[config.mk]
export PLATFORM = sky130hd
export DESIGN_NAME = pipe_mult_fu
export DESIGN_NICKNAME = d
export VERILOG_FILES = /design/src/rtl/pipe_mult_fu.sv
export SDC_FILE = /design/constraint.sdc
export NUM_CORES = 2
export LEC_CHECK = 0
export ABC_AREA = 1
export CORE_MARGIN = 2
export CORE_UTILIZATION = 47
export CTS_CLUSTER_DIAMETER = 200
export CTS_CLUSTER_SIZE = 14
export DETAILED_ROUTE_END_ITERATION = 8
export GPL_ROUTABILITY_DRIVEN = 0
export PLACE_DENSITY = 0.74
export SETUP_SLACK_MARGIN = 0.5
export SYNTH_ARGS = -nofsm -noshare
export SYNTH_HDL_FRONTEND = slang
export SYNTH_SLANG_ARGS = --single-unit
[constraint.sdc]
create_clock -name clock -period 26.7 [get_ports clock]
set_input_delay 4.005 -clock clock [delete_from_list [all_inputs] [get_ports clock]]
set_output_delay 4.005 -clock clock [all_outputs]
set_load 0.01 [all_outputs]
[src/rtl/pipe_mult_fu.sv]
// Pipelined integer multiplier (MUL/MULH/MULHSU/MULHU) with a global stall, flush and tag passthrough.
// Each stage consumes a slice of the multiplier and adds its partial product to a running sum.
module pipe_mult_fu #(
  parameter int unsigned XLEN   = 32,
  parameter int unsigned STAGES = 4,
  parameter int unsigned TAG_W  = 6
) (
  input  logic             clock,
  input  logic             reset,
  input  logic             refresh,
  input  logic             val_valid,
  input  logic [XLEN-1:0]  opa,
  input  logic [XLEN-1:0]  opb,
  input  logic [1:0]       func,
  input  logic [TAG_W-1:0] tag_in,
  input  logic             out_ready,
  output logic             in_ready,
  output logic             valid,
  output logic [XLEN-1:0]  result,
  output logic [TAG_W-1:0] tag_out,
  output logic             busy
);

  localparam int unsigned W2    = 2 * XLEN;
  localparam int unsigned Chunk = W2 / STAGES;
  localparam logic [W2-1:0] ChunkMask = {W2{1'b1}} >> (W2 - Chunk);

  logic [W2-1:0]    s_a   [STAGES];
  logic [W2-1:0]    s_b   [STAGES];
  logic [W2-1:0]    s_acc [STAGES];
  logic [1:0]       s_func[STAGES];
  logic [TAG_W-1:0] s_tag [STAGES];
  logic [STAGES-1:0] s_valid;

  logic          sign_a, sign_b, advance;
  logic [W2-1:0] ext_a, ext_b, final_prod;

  // One stall signal freezes the whole pipe while the output is blocked.
  assign advance  = !(valid && !out_ready);
  assign in_ready = advance;
  assign busy     = (|s_valid) | valid;

  always_comb begin
    sign_a     = (func != 2'b11);
    sign_b     = !func[1];
    ext_a      = {{XLEN{sign_a & opa[XLEN-1]}}, opa};
    ext_b      = {{XLEN{sign_b & opb[XLEN-1]}}, opb};
    final_prod = s_acc[STAGES-1] + s_a[STAGES-1] * (s_b[STAGES-1] & ChunkMask);
  end

  // Datapath carries no reset; the valid bits alone decide what is live.
  always_ff @(posedge clock) begin
    if (advance) begin
      s_a[0]    <= ext_a;
      s_b[0]    <= ext_b;
      s_acc[0]  <= '0;
      s_func[0] <= func;
      s_tag[0]  <= tag_in;
      for (int unsigned i = 1; i < STAGES; i++) begin
        s_a[i]    <= s_a[i-1] << Chunk;
        s_b[i]    <= s_b[i-1] >> Chunk;
        s_acc[i]  <= s_acc[i-1] + s_a[i-1] * (s_b[i-1] & ChunkMask);
        s_func[i] <= s_func[i-1];
        s_tag[i]  <= s_tag[i-1];
      end
    end
  end

  always_ff @(posedge clock) begin
    if (reset || refresh) begin
      s_valid <= '0;
      valid   <= 1'b0;
      result  <= '0;
      tag_out <= '0;
    end else if (advance) begin
      s_valid[0] <= val_valid;
      for (int unsigned i = 1; i < STAGES; i++) begin
        s_valid[i] <= s_valid[i-1];
      end
      valid <= s_valid[STAGES-1];
      if (s_valid[STAGES-1]) begin
        result  <= (s_func[STAGES-1] == 2'b00) ? final_prod[XLEN-1:0] : final_prod[W2-1:XLEN];
        tag_out <= s_tag[STAGES-1];
      end
    end
  end

endmodule

==> metrics.md <==
| Metric | Value |
|---|---|
| Post-CTS Setup Inserts | `0` |
| Pin count of the biggest net entering global routing | `128` |
| Register area share after synthesis | `19.6%` |
| Tmin final | `9.99 ns` |
| Commonest cells post-synth | `inv_1, nand2_1, fa_1, edfxtp_1, ha_1` |
| Inst Count DP | `8690` |
| Worst EP required | `22.69 ns` |
| Unique masters post-synth | `55` |
| FF+latch area | `12600 µm²` |
| CP max-delay cell | `clkdlybuf4s50_1` |
| Vias in the first global route | `49100` |
| Post_cts resized | `0` |
| CTS tree | `built` |
| Most frequent cell after synthesis | `inv_1` |
| Hold WC Path Type | `reg -> reg` |
| Setup TNS | `0 ns` |
| Cell Count, Final, Fillers Out | `8747` |
| Placement Cell Area | `66800 µm²` |
| Post-Route WL | `156000 µm` |
| Fin crit share | `37.4%` |
| Placement row count | `135` |
| Leading register cell type out of synthesis | `edfxtp_1` |
| Worst-Margin Slew | `1.14 ns` |
| Drt pass-1 iters | `7` |
| Final net count | `8673` |
| Core Area | `135000 µm²` |
| CTS buffer count | `36` |
| Most frequent CP cell | `clkdlybuf4s50_1` |
| DIE HEIGHT | `373 µm` |
| Fmax achieved | `0.100 GHz` |
| Max Clock Skew | `0.0391 ns` |
| Largest area contributor in the netlist | `fa_1` |
| Initial Util | `47.3%` |
| Post-synth design cell area | `64100 µm²` |
| Clk buf depth | `3` |
| Final setup fails | `0` |
| Cts hold-fix bufs | `0` |
| Vias | `45000` |
| Synthesized flop and latch total | `433` |
| Max-cap viol count | `0` |
| Mapped Cells | `7028` |
| GRT Util Overall | `23.0%` |
| HPWL Detailed | `127000 µm` |
| Syn_area_per_cell | `9.12 µm²` |
| Root Driver | `clkbuf_16` |
| Worst Path Max Fanout | `127` |
| Clock sinks | `433` |
| CTS clk-pin slew, worst paths | `0.07 ns` |
| Delay-heaviest family, CP | `buffers and inverters` |
| Worst path bufs/invs | `3` |
| Syn. warnings | `0` |
| Multi-input gate area | `42400 µm²` |
| Setup Crit Path Kind | `in -> out` |
| Port bufs | `117` |
| Die width | `373 µm` |
| Startpoint class of the critical path | `input port` |
| Max-slew violation count | `0` |
| Top-level I/O count | `118` |
| Slowest Stage Delay on Critical Path | `0.61 ns` |
| Final Hold Fails | `0` |
| Total gr overflow | `0` |
| Worst-skew pair later-pin latency | `0.61 ns` |
| Crit path arrival time | `5.98 ns` |
| Max-slew headroom | `24.0%` |
| Htree depth | `2` |
| Area growth, synth to finish | `5.78%` |
| CP endpoint kind | `primary output` |
| Initial antenna violation count | `11` |
| Post-route design area | `67800 µm²` |
| Fill cell count | `12200` |
| DRT iter0 DRCs | `3552` |
| Wire length per cell | `17.8 µm` |
| Share of cells above drive strength 1 | `2.30%` |
| Drc violations | `0` |
| Top cells by area, synth | `fa_1, edfxtp_1, inv_1` |
| Status | `completed` |
| Syn nets | `8754` |
| RSZ-0062 raised after global routing | `false` |
| CP Cell Sequence | `clkdlybuf4s50_1 -> nor2_1 -> inv_8 -> clkdlybuf4s50_1` |
| Post-synth EDFFs | `390` |
| Die ar. | `139000 µm²` |
| Synth top area share | `42.7%` |
| Asr flop ratio synth | `0%` |
| First-pass GRT wire length | `256000 µm` |
| Final ANT Viol Nets | `0` |
| Vias per inst | `5.14` |
through the flow:
stage / setup slack, ns / hold WS, ns / utilization [%]
4_1_cts: 16.63 / 0.412 / 50.1
6_report: 16.71 / 0.412 / 50.1
3_5_place_dp: 16.64 / 0.405 / 49.3
5_1_grt: 16.59 / 0.419 / 50.1
3_3_place_gp: 16.71 / 0.402 / 49.3
2_1_floorplan: 10.96 / 0.400 / -
cells by family after synthesis:
logic type / count (synthesis) / synth area share [%]
xor+xnor: 147 / 2.01
simple gates: 1887 / 11.6
compound gates: 461 / 4.21
flops: 433 / 19.6
buf+inv: 2451 / 14.4
fa+ha+maj: 1649 / 48.2
per-layer routing:
layer	part of all wire, %	GRT usage [%]	vias up	routed length, µm
met3	9.5	4.49	338	14800
met4	3.1	6.51	10	4770
met2	48	39.2	2045	75300
li1	-	-	19900	-
met5	0.048	0	-	75
met1	39	29.9	22600	61100
path summary, 6_finish.rpt:
kind | from | end | slack, ns | cells after the start
worst max register to register | s_a[0][18]$_DFFE_PN_ | s_acc[1][62]$_DFFE_PN_ | 19.79 | 22
worst min-delay path | s_acc[1][9]$_DFFE_PN_ | s_acc[2][9]$_DFFE_PN_ | 0.41 | 0
worst max-delay path | out_ready | in_ready | 16.71 | 4
worst min register to register | s_acc[1][9]$_DFFE_PN_ | s_acc[2][9]$_DFFE_PN_ | 0.41 | 0
cell usage in the layout (no fill, tap or decap), types with 8 or more instances in the layout:
master / netlist / final
clkbuf_16: 0 / 36
nand4_1: 21 / 21
a21o_1: 28 / 28
xnor2_1: 49 / 49
fa_1: 1368 / 1368
clkdlybuf4s50_1: 0 / 117
inv_1: 2158 / 2157
nand2_2: 13 / 13
edfxtp_1: 390 / 390
o211ai_1: 11 / 11
a31oi_1: 25 / 25
o21bai_1: 15 / 15
buf_4: 1 / 47
ha_1: 281 / 281
nor3_1: 13 / 13
o21ai_2: 9 / 9
and3_1: 8 / 8
nand2_1: 1503 / 1503
o21ai_0: 129 / 129
nor2_2: 8 / 11
xor2_1: 98 / 98
clkbuf_1: 278 / 17
nor2_1: 210 / 207
nand3_1: 84 / 84
a21oi_1: 201 / 201
dfxtp_1: 43 / 43
registers in the layout (all words and copies together), names as in the netlist:
name	cells
s_func	8
tag_out	6
result	32
valid	1
s_acc	192
s_tag	24
s_a	114
s_b	52
s_valid	4
worst register-to-register path: cells and delay by family, from the launching register on:
| kind | cells | cell delay (ns) |
|---|---|---|
| AND/OR/NAND/NOR | 10 | 1.59 |
| AO/OA/AOI/OAI | 1 | 0.30 |
| buffers and inverters | 4 | 0.25 |
| flip-flops | 1 | 1.02 |
| adder cells (fa/ha/maj) | 7 | 3.51 |
area by class of cell:
| type | count | area share, % |
|---|---|---|
| inverters | 2168 | 12.0 |
| clock buffers | 53 | 1.42 |
| flip-flops and latches | 433 | 18.5 |
| well taps | 1781 | 3.28 |
| clock inverters | 3 | 0.0664 |
| multi-input cells | 4144 | 62.4 |
| diodes | 1 | 0.00369 |
| repair buffers | 164 | 2.25 |
Power is not shown: default switching activity piles up to over one toggle a cycle in this logic, so the estimate is an artifact.
